File: config.mk
export PLATFORM = sky130hd
export DESIGN_NAME = branch_res_pipe_flat
export DESIGN_NICKNAME = d
export VERILOG_FILES = /design/src/rtl/rv32i_types_pkg.sv /design/src/rtl/branch_res_pipe_if.sv /design/src/rtl/branch_res_pipe_cmp.sv /design/src/rtl/branch_res_pipe.sv /design/src/flat_wrapper.sv
export SDC_FILE = /design/constraint.sdc
export NUM_CORES = 1
export LEC_CHECK = 0
export CORE_ASPECT_RATIO = 1.2
export CORE_MARGIN = 5
export CORE_UTILIZATION = 50
export CTS_CLUSTER_DIAMETER = 80
export DETAILED_ROUTE_END_ITERATION = 10
export MAX_ROUTING_LAYER = met4
export PLACE_DENSITY = 0.83
export SLEW_MARGIN = 10
export SYNTH_ARGS = -nofsm -noshare
export SYNTH_HDL_FRONTEND = slang
export SYNTH_HIERARCHICAL = 1
export SYNTH_SLANG_ARGS = --single-unit
File: constraint.sdc
create_clock -name CLK -period 4.67 [get_ports CLK]
set_input_delay 0.934 -clock CLK [delete_from_list [all_inputs] [get_ports CLK]]
set_output_delay 0.934 -clock CLK [all_outputs]
set_load 0.05 [all_outputs]
File: src/rtl/rv32i_types_pkg.sv
// rtl/rv32i_types_pkg.sv - shared RV32I branch encodings and instruction constants
package rv32i_types_pkg;

  // Encodings follow the branch funct3 field; 3'b010/3'b011 are unused.
  typedef enum logic [2:0] {
    BEQ  = 3'b000,
    BNE  = 3'b001,
    BLT  = 3'b100,
    BGE  = 3'b101,
    BLTU = 3'b110,
    BGEU = 3'b111
  } branch_t;

  // Fall-through step for a non-compressed instruction.
  localparam int unsigned INSN_BYTES = 4;

endpackage

File: src/rtl/branch_res_pipe_if.sv
// rtl/branch_res_pipe_if.sv - request/result/counter bundle for the branch resolution unit
interface branch_res_pipe_if
  import rv32i_types_pkg::*;
#(
  parameter int XLEN  = 32,
  parameter int CNT_W = 32
) ();

  logic             in_valid;
  logic             in_ready;
  logic [XLEN-1:0]  rs1_data;
  logic [XLEN-1:0]  rs2_data;
  logic [XLEN-1:0]  pc;
  logic [11:0]      imm_b;
  branch_t          branch_type;
  logic             pred_taken;
  logic [XLEN-1:0]  pred_target;
  logic             flush;

  logic             out_valid;
  logic             out_ready;
  logic             branch_taken;
  logic [XLEN-1:0]  branch_addr;
  logic             mispredict;
  logic [XLEN-1:0]  redirect_pc;

  logic [CNT_W-1:0] cnt_branches;
  logic [CNT_W-1:0] cnt_mispredicts;
  logic             cnt_clear;

  // Resolution unit side.
  modport slave (
    input  in_valid, rs1_data, rs2_data, pc, imm_b, branch_type,
           pred_taken, pred_target, flush, out_ready, cnt_clear,
    output in_ready, out_valid, branch_taken, branch_addr, mispredict,
           redirect_pc, cnt_branches, cnt_mispredicts
  );

  // Issue/consumer side.
  modport master (
    output in_valid, rs1_data, rs2_data, pc, imm_b, branch_type,
           pred_taken, pred_target, flush, out_ready, cnt_clear,
    input  in_ready, out_valid, branch_taken, branch_addr, mispredict,
           redirect_pc, cnt_branches, cnt_mispredicts
  );

endinterface

File: src/rtl/branch_res_pipe_cmp.sv
// rtl/branch_res_pipe_cmp.sv - combinational branch condition evaluator
module branch_cmp
  import rv32i_types_pkg::*;
#(
  parameter int XLEN = 32
) (
  input  logic [XLEN-1:0] rs1,
  input  logic [XLEN-1:0] rs2,
  input  branch_t         branch_type,
  output logic            taken
);

  logic eq;
  logic lt_s;
  logic lt_u;

  assign eq   = (rs1 == rs2);
  assign lt_s = ($signed(rs1) < $signed(rs2));
  assign lt_u = (rs1 < rs2);

  // Select the condition; unused encodings resolve as not taken.
  always_comb begin
    taken = 1'b0;
    case (branch_type)
      BEQ:     taken = eq;
      BNE:     taken = !eq;
      BLT:     taken = lt_s;
      BGE:     taken = !lt_s;
      BLTU:    taken = lt_u;
      BGEU:    taken = !lt_u;
      default: taken = 1'b0;
    endcase
  end

endmodule

File: src/rtl/branch_res_pipe.sv
// rtl/branch_res_pipe.sv - registered branch resolution with redirect and event counters
module branch_res_pipe
  import rv32i_types_pkg::*;
#(
  parameter int XLEN  = 32,
  parameter int CNT_W = 32
) (
  input  logic           CLK,
  input  logic           nRST,
  branch_res_pipe_if.slave bus
);

  typedef logic [XLEN-1:0]  word_t;
  typedef logic [CNT_W-1:0] cnt_t;

  logic  out_valid_q, out_valid_d;
  logic  taken_q, taken_d;
  logic  mispredict_q, mispredict_d;
  word_t branch_addr_q, branch_addr_d;
  word_t redirect_pc_q, redirect_pc_d;
  cnt_t  cnt_br_q, cnt_br_d;
  cnt_t  cnt_mis_q, cnt_mis_d;

  logic  taken_c;
  logic  accept;
  logic  out_hs;
  word_t target_c;
  word_t fallthru_c;

  branch_cmp #(.XLEN(XLEN)) u_cmp (
    .rs1         (bus.rs1_data),
    .rs2         (bus.rs2_data),
    .branch_type (bus.branch_type),
    .taken       (taken_c)
  );

  // Single output register with no skid: room exists when empty or draining.
  assign bus.in_ready = !out_valid_q || bus.out_ready;
  assign accept       = bus.in_valid && bus.in_ready && !bus.flush;
  // A flushed result is never delivered, so it never counts.
  assign out_hs       = out_valid_q && bus.out_ready && !bus.flush;

  // Offset {imm_b,0} is sign-extended from bit 12; sums wrap modulo 2^XLEN.
  assign target_c   = bus.pc + word_t'($signed({bus.imm_b, 1'b0}));
  assign fallthru_c = bus.pc + word_t'(INSN_BYTES);

  // Next output register contents: load on accept, clear valid on flush or drain.
  always_comb begin
    out_valid_d   = out_valid_q;
    taken_d       = taken_q;
    mispredict_d  = mispredict_q;
    branch_addr_d = branch_addr_q;
    redirect_pc_d = redirect_pc_q;
    if (bus.flush) begin
      out_valid_d = 1'b0;
    end else if (accept) begin
      out_valid_d   = 1'b1;
      taken_d       = taken_c;
      branch_addr_d = target_c;
      redirect_pc_d = taken_c ? target_c : fallthru_c;
      mispredict_d  = (taken_c != bus.pred_taken) ||
                      (taken_c && bus.pred_taken && (bus.pred_target != target_c));
    end else if (out_hs) begin
      out_valid_d = 1'b0;
    end
  end

  // Saturating event counters; clear beats a same-cycle increment.
  always_comb begin
    cnt_br_d  = cnt_br_q;
    cnt_mis_d = cnt_mis_q;
    if (bus.cnt_clear) begin
      cnt_br_d  = '0;
      cnt_mis_d = '0;
    end else if (out_hs) begin
      if (cnt_br_q != '1) begin
        cnt_br_d = cnt_br_q + cnt_t'(1);
      end
      if (mispredict_q && (cnt_mis_q != '1)) begin
        cnt_mis_d = cnt_mis_q + cnt_t'(1);
      end
    end
  end

  // Result register; reset discards any held result.
  always_ff @(posedge CLK or negedge nRST) begin
    if (!nRST) begin
      out_valid_q   <= 1'b0;
      taken_q       <= 1'b0;
      mispredict_q  <= 1'b0;
      branch_addr_q <= '0;
      redirect_pc_q <= '0;
    end else begin
      out_valid_q   <= out_valid_d;
      taken_q       <= taken_d;
      mispredict_q  <= mispredict_d;
      branch_addr_q <= branch_addr_d;
      redirect_pc_q <= redirect_pc_d;
    end
  end

  // Performance counter registers.
  always_ff @(posedge CLK or negedge nRST) begin
    if (!nRST) begin
      cnt_br_q  <= '0;
      cnt_mis_q <= '0;
    end else begin
      cnt_br_q  <= cnt_br_d;
      cnt_mis_q <= cnt_mis_d;
    end
  end

  assign bus.out_valid       = out_valid_q;
  assign bus.branch_taken    = taken_q;
  assign bus.mispredict      = mispredict_q;
  assign bus.branch_addr     = branch_addr_q;
  assign bus.redirect_pc     = redirect_pc_q;
  assign bus.cnt_branches    = cnt_br_q;
  assign bus.cnt_mispredicts = cnt_mis_q;

endmodule

File: src/flat_wrapper.sv
// flat-port wrapper written by rule: the top's interface ports become plain ports
module branch_res_pipe_flat import rv32i_types_pkg::*;
#(
  parameter int XLEN  = 32,
  parameter int CNT_W = 32
)
  (CLK, nRST, bus_in_valid, bus_rs1_data, bus_rs2_data, bus_pc, bus_imm_b, bus_branch_type, bus_pred_taken, bus_pred_target, bus_flush, bus_out_ready, bus_cnt_clear, bus_in_ready, bus_out_valid, bus_branch_taken, bus_branch_addr, bus_mispredict, bus_redirect_pc, bus_cnt_branches, bus_cnt_mispredicts);
  branch_res_pipe_if #(.XLEN(XLEN), .CNT_W(CNT_W)) bus_i ();
  input  logic CLK;
  input  logic nRST;
  input wire logic [$bits(bus_i.in_valid)-1:0] bus_in_valid;
  input wire logic [$bits(bus_i.rs1_data)-1:0] bus_rs1_data;
  input wire logic [$bits(bus_i.rs2_data)-1:0] bus_rs2_data;
  input wire logic [$bits(bus_i.pc)-1:0] bus_pc;
  input wire logic [$bits(bus_i.imm_b)-1:0] bus_imm_b;
  input wire logic [$bits(bus_i.branch_type)-1:0] bus_branch_type;
  input wire logic [$bits(bus_i.pred_taken)-1:0] bus_pred_taken;
  input wire logic [$bits(bus_i.pred_target)-1:0] bus_pred_target;
  input wire logic [$bits(bus_i.flush)-1:0] bus_flush;
  input wire logic [$bits(bus_i.out_ready)-1:0] bus_out_ready;
  input wire logic [$bits(bus_i.cnt_clear)-1:0] bus_cnt_clear;
  output wire logic [$bits(bus_i.in_ready)-1:0] bus_in_ready;
  output wire logic [$bits(bus_i.out_valid)-1:0] bus_out_valid;
  output wire logic [$bits(bus_i.branch_taken)-1:0] bus_branch_taken;
  output wire logic [$bits(bus_i.branch_addr)-1:0] bus_branch_addr;
  output wire logic [$bits(bus_i.mispredict)-1:0] bus_mispredict;
  output wire logic [$bits(bus_i.redirect_pc)-1:0] bus_redirect_pc;
  output wire logic [$bits(bus_i.cnt_branches)-1:0] bus_cnt_branches;
  output wire logic [$bits(bus_i.cnt_mispredicts)-1:0] bus_cnt_mispredicts;
  assign bus_i.in_valid = bus_in_valid;
  assign bus_i.rs1_data = bus_rs1_data;
  assign bus_i.rs2_data = bus_rs2_data;
  assign bus_i.pc = bus_pc;
  assign bus_i.imm_b = bus_imm_b;
  assign bus_i.branch_type = bus_branch_type;
  assign bus_i.pred_taken = bus_pred_taken;
  assign bus_i.pred_target = bus_pred_target;
  assign bus_i.flush = bus_flush;
  assign bus_i.out_ready = bus_out_ready;
  assign bus_i.cnt_clear = bus_cnt_clear;
  assign bus_in_ready = bus_i.in_ready;
  assign bus_out_valid = bus_i.out_valid;
  assign bus_branch_taken = bus_i.branch_taken;
  assign bus_branch_addr = bus_i.branch_addr;
  assign bus_mispredict = bus_i.mispredict;
  assign bus_redirect_pc = bus_i.redirect_pc;
  assign bus_cnt_branches = bus_i.cnt_branches;
  assign bus_cnt_mispredicts = bus_i.cnt_mispredicts;
  branch_res_pipe #(.XLEN(XLEN), .CNT_W(CNT_W)) u_core (.CLK(CLK), .nRST(nRST), .bus(bus_i));
endmodule
== Yosys cells after proc, flatten, opt, wreduce, memory -nomap -nowiden ==
Index checks and enable logic that the tools add are counted.
Operators by class
  $add $sub $neg: 4
  equal/unequal tests: 10
  order comparisons: 2
  mux-type cells: 11
  bitwise operators: 1
  reductions and logical operators: 22
Operator list (count)
  32-bit 2-to-1 mux: 7
  32-bit by 1-bit adder with 32-bit output, second input constant: 2
  32-bit < comparator: 2
  32-bit != test, second input constant: 2
  32-bit by 3-bit adder with 32-bit output, second input constant: 1
  32-bit adder: 1
  32-bit == test: 1
  32-bit != test: 1
  3-bit == test, second input constant: 4
  1-bit logical AND: 7
  1-bit case mux with 6 select lines: 1
  2-bit AND reduction: 3
  2-bit nonzero test: 3
  1-bit zero test: 5
  3-bit by 1-bit == test with 1-bit output, second input constant: 1
  3-bit zero test: 1
  1-bit 2-to-1 mux: 3
  3-bit nonzero test: 1
  1-bit logical OR: 2
  1-bit != test: 1
  1-bit NOT: 1
Storage, ports and cells
  output and inout bits: 132
  logic and storage cells: 57
  input port bits: 150
  register bits: 131

== Longest topological paths before layout ==
  depth in word-level cells: 6
  gate-level depth with buffers: 18
  mapped depth without buffers: 18

== By module ==
Netlist, hierarchy kept.
By module, submodules not included
  branch_res_pipe: instances 1, cells an instance 998, sequential area each 3253.1 sq um, area each 8807.2 sq um
  branch_cmp: instances 1, cells an instance 120, sequential area each 0.0 sq um, area each 864.6 sq um

== Worst setup path before layout ==
No wires, ideal clock.
  path type: input to register
  from: in bus_rs2_data[23]
  to: reg u_core.mispredict_q (netlist: u_core/bus.mispredict)
  path buffers: 0
  library setup time: 128 ps
  arrival time: 4688 ps
  setup slack: -146 ps
  data required time: 4542 ps
  stages: 18
  path through: inv_1 ha_1 a21oi_2 o21ai_1 a221oi_2 o22ai_1 or4_1 a31o_1 ha_1 or3_1 a211o_1 nor4_1 and4_1 o2111ai_1 a2111oi_2 nand4_1 nor4_1 a21oi_1
On the way
  longest elaborated chain between the ends: 6
  elaborated cells between the ends (all ways): 11
  those cells by class: order compare: 2; eq/ne: 2; mux: 1; reduce/logical: 6
RTL lines
  from (decl): line flat_wrapper.sv:13  | input wire logic [$bits(bus_i.rs2_data)-1:0] bus_rs2_data;
  32-bit < comparator (tied with other cells): line branch_res_pipe_cmp.sv:19  | assign lt_u = (rs1 < rs2);
  1-bit zero test (on tied branches): line branch_res_pipe_cmp.sv:30, branch_res_pipe_cmp.sv:26, branch_res_pipe_cmp.sv:28
  1-bit case mux with 6 select lines *: line branch_res_pipe_cmp.sv:24  | case (branch_type)
  named net u_core.taken_c: line branch_res_pipe.sv:24  | logic taken_c;
  1-bit logical AND (2 in series): line branch_res_pipe.sv:62  | (taken_c && bus.pred_taken && (bus.pred_target != target_c));
  1-bit logical OR *: line branch_res_pipe.sv:61  | mispredict_d = (taken_c != bus.pred_taken) ||
  to (signal assigned): line branch_res_pipe.sv:96  | mispredict_q <= mispredict_d;
  to (decl): line branch_res_pipe.sv:18  | logic mispredict_q, mispredict_d;
The timed path passes the listed nets; every way through them passes the cells marked *.
A chain may end at the register's enable or synchronous reset.

== Worst setup path in the final report ==
  from: in bus_rs2_data[20]
  to: reg u_core.mispredict_q (netlist: u_core/bus.mispredict)
Same word-level chain as after synthesis.

==> metrics.md <==
| Metric | Value |
|---|---|
| Status | finished with violations |
| Failing checks | setup timing |
| Worst clock skew | 0.0186 ns |
| Syn nets | 1335 |
| CTS tree | done |
| Final cycle utilization of the critical path | 101% |
| Met1 usage | 38.3% |
| Largest net degree at the start of global routing | 80 |
| Clk Latency, worst-skew pair | 0.42 ns |
| Crit Path Class | in2reg |
| Global routing usage on met2 | 50.0% |
| Fill cells | 1380 |
| Worst hold path type | reg2reg |
| Dominant cell by count in the synthesized netlist | dfrtp_1 |
| Initial antenna violation count | 3 |
| Clock Sinks | 130 |
| Post-synthesis mux area share | 2.46% |
| Setup TNS | -0.0363 ns |
| Area leader, netlist | dfrtp_1 |
| DRC Markers | 0 |
| Flops & latches, synth | 130 |
| CP max FO | 2 |
| Core ar. | 0.0189 mm^2 |
| # port buffers | 281 |
| Top post-synthesis cells by area | dfrtp_1 (34%), ha_1 (8.5%), xnor2_1 (6.6%) |
| Element type at the critical path end | register |
| Final Net Count | 1656 |
| DIE HEIGHT | 162 um |
| Vias in the first global route | 9852 |
| Area of the die | 0.0222 mm^2 |
| CP max stage delay | 0.51 ns |
| Cell depth of the worst hold path | 1 |
| Gr ovfl total | 0 |
| Detailed placement HPWL | 25700 um |
| Worst-Margin Slew | 0.841 ns |
| Clock power frac | 30.8% |
| Tot GR Track Use | 30.5% |
| First-pass GRT wire length | 52200 um |
| Part of the power in registers | 28.6% |
| Most common library cells after synthesis | dfrtp_1 (130), nor2_1 (117), nand2_1 (109) |
| CTS Root Cell | clkbuf_16 |
| Max IR drop VDD | 0.000252 V |
| Die X | 137 um |
| XOR/XNOR Fraction of Synth Area | 13.6% |
| Asr flop ratio synth | 100% |
| Post-synth EDFFs | 0 |
| Crit path buf inv count | 3 |
| Syn Area/Cell | 8.65 um^2 |
| Yosys warns | 6 |
| Vias | 9876 |
| Setup violators final | 1 |
| CP Cell Sequence | buf_2 -> inv_2 -> ha_4 -> nand4_1 -> buf_4 -> nor3_4 -> a221o_1 -> or4_4 -> a31o_4 -> ha_4 -> or3_4 -> a211o_1 -> nor4_1 -> and4_1 -> o2111ai_2 -> a2111oi_2 -> nand4_1 -> nor4_1 -> a21oi_1 |
| Synth Area in Adders | 8.75% |
| R2r setup slk | 1.52 ns |
| Placed Area | 0.0131 mm^2 |
| Final setup margin | -0.0363 ns |
| DR vias/cell | 5.77 |
| Detailed Route WL | 34000 um |
| Power per cell area | 332 mW/mm^2 |
| Clk buf depth | 2 |
| Syn Inst Count | 1118 |
| Post-route cell area | 0.0142 mm^2 |
| WP data required | 4.96 ns |
| Register Area | 0.00325 mm^2 |
| Unrepaired setup endpoints after global routing | yes |
| Count of standard-cell rows | 55 |
| Mapped cell area | 0.00967 mm^2 |
| Critical path arrival | 5.00 ns |
| Register area share after synthesis | 33.6% |
| Area grow syn2layout | 46.5% |
| Number of I/O pins | 282 |
| Most used DFF post-synth | dfrtp_1 |
| Crit path launch type | input pin |
| Critical-path top delay cell | or4_4 |
| Fin. max-slew vios | 0 |
| Iteration-0 DRC Markers | 796 |
| Global routing usage on met3 | 4.79% |
| Num CTS Buffers | 17 |
| Initial Util | 51.1% |
| Clock transition at path regs | 0.06 ns |
| Hold_ws | 0.475 ns |
| Pre-antenna DRT Iters | 5 |
| Fmax | 212 MHz |
| Simple-gate share of the synthesized area | 21.1% |
| Share of cells above drive strength 1 | 17.4% |
| Max Cap Viol | 0 |
| Distinct cells, synth | 76 |
| Synth Area in Compound Gates | 16.6% |
| Sw Share | 38.6% |
| Area of the multi-input gates | 0.00657 mm^2 |
| Final hold vios | 0 |
| Worst slew margin | 43.9% |
| Main combinational cell family by area after synthesis | simple AND/OR/NAND/NOR gates |
| Htree depth | 4 |
| Top delay family on crit path | simple AND/OR/NAND/NOR gates |
| Placer congestion estimate | 0.970 |
| Routed len/inst | 19.9 um |
| NetSw | 0.00182 W |
| Clock period minus worst slack | 4.71 ns |
| Final ANT Viol Nets | 0 |
| Internal power | 0.00289 W |
| Top cell type's share of synthesized area | 33.6% |
| Critical path depth | 19 |
| Reg2Reg Depth | 11 |
| Logic pwr share | 40.6% |
| Leakage power | 5.99 nW |
| Top Usage Layer GRT | met2 |
==> repair_timing <==
action	in CTS	in global routing
hold buffers	0	0
endpoints found under the setup margin	1	1
pin swaps	60	43
gates resized for setup	187	64
cloned	0	0
buffers inserted	4	2
==> power by group through the flow <==
stage | registers (W) | logic [W] | clock network [W]
6_report | 0.00135 | 0.00191 | 0.00145
3_5_place_dp | 0.00136 | 0.00182 | 0
4_1_cts | 0.00135 | 0.00187 | 0.00147
2_1_floorplan | 0.00183 | 0.000599 | 0
3_3_place_gp | 0.00136 | 0.00180 | 0
5_1_grt | 0.00136 | 0.00201 | 0.00153
==> flip-flops by register name, summed over array words and instances (netlist names) <==
register / count
u_core/bus.mispredict: 1
u_core/bus.cnt_mispredicts: 32
u_core/bus.branch_addr: 32
u_core/bus.redirect_pc: 31
u_core/bus.branch_taken: 1
u_core/bus.cnt_branches: 32
u_core/bus.out_valid: 1
==> worst reg2reg max path: stages (launching register included) <==
cell	delay (ns)
dfrtp_1	0.46
ha_1	0.24
nand2_1	0.08
or3_1	0.38
or4_1	0.55
o31a_1	0.47
nor2_1	0.23
or2_1	0.18
nor2_1	0.09
nand3_2	0.13
xor2_1	0.15
nor2_1	0.05
==> final cells by class <==
cell class | count | share of cell area (%)
multi-input cells | 891 | 46.4
flip-flops and latches | 130 | 23.0
repair buffers | 351 | 22.6
clock buffers | 19 | 3.20
well taps | 256 | 2.26
clock inverters | 13 | 1.31
inverters | 48 | 1.31
diodes | 3 | 0.0530
==> through the flow <==
stage               total power, W  worst slack, ns  util [%]  std cells
detailed placement         0.00319           -0.901      69.3       1670
global placement           0.00316           -0.791      69.3       1670
finish                     0.00471          -0.0363      74.9       1711
floorplan                  0.00243          0.00236         -       1118
global route               0.00491           -0.176      74.9       1711
CTS                        0.00468         0.000294      74.1       1706
==> cells by family (layout without fill, tap and decap cells) <==
group,after synthesis,in the layout
AND/OR/NAND/NOR,417,417
AO/OA/AOI/OAI,245,245
XOR/XNOR,140,140
flip-flops,130,130
buffers and inverters,97,431
adder cells (fa/ha/maj),67,67
multiplexers,22,22
other,0,3
==> placed cells by master (no fill, tap or decap), types with 5 or more instances in the layout <==
cell               n
clkbuf_16         17
clkbuf_2           9
inv_6              6
ha_1              40
or3_1             14
nor3_1            12
inv_1             24
nor2b_1            7
nand3_1           44
a21oi_2           11
buf_6              8
o21ai_0           70
a21oi_1           49
buf_4             70
xor2_1            61
inv_2             22
and3_1            20
mux2i_1            8
dfrtp_1          130
ha_4              26
a21o_1            20
and4_1            12
clkdlybuf4s50_1  223
nand2_1          106
o21a_1             5
buf_2             19
mux2_2            14
and2_1             6
o21ai_1            6
dlygate4sd2_1     13
xnor2_1           73
a211oi_1          23
o21bai_1           5
nand4_1           45
nor2_1           117
nand2b_1           5
clkdlybuf4s15_1    8
==> path summary, 6_finish.rpt <==
check,start,endpoint
max in group asynchronous,nRST,u_core/bus.cnt_mispredicts[9]$_DFFE_PN0P_
hold reg to reg,u_core/bus.redirect_pc[19]$_DFFE_PN0P_,u_core/bus.redirect_pc[19]$_DFFE_PN0P_
setup / recovery,bus_rs2_data[20],u_core/bus.mispredict$_DFFE_PN0P_
min in group asynchronous,nRST,u_core/bus.cnt_mispredicts[30]$_DFFE_PN0P_
hold / removal,u_core/bus.redirect_pc[19]$_DFFE_PN0P_,u_core/bus.redirect_pc[19]$_DFFE_PN0P_
setup reg to reg,u_core/bus.cnt_branches[0]$_DFFE_PN0P_,u_core/bus.cnt_branches[24]$_DFFE_PN0P_
==> layer usage <==
layer  vias to the layer above  routed length, um
met1                      4693              13600
met5                         -                  0
met3                        91               2390
li1                       4638                  -
met4                         0               1250
met2                       454              16700
No activity file was read; power rests on OpenSTA's default activity.
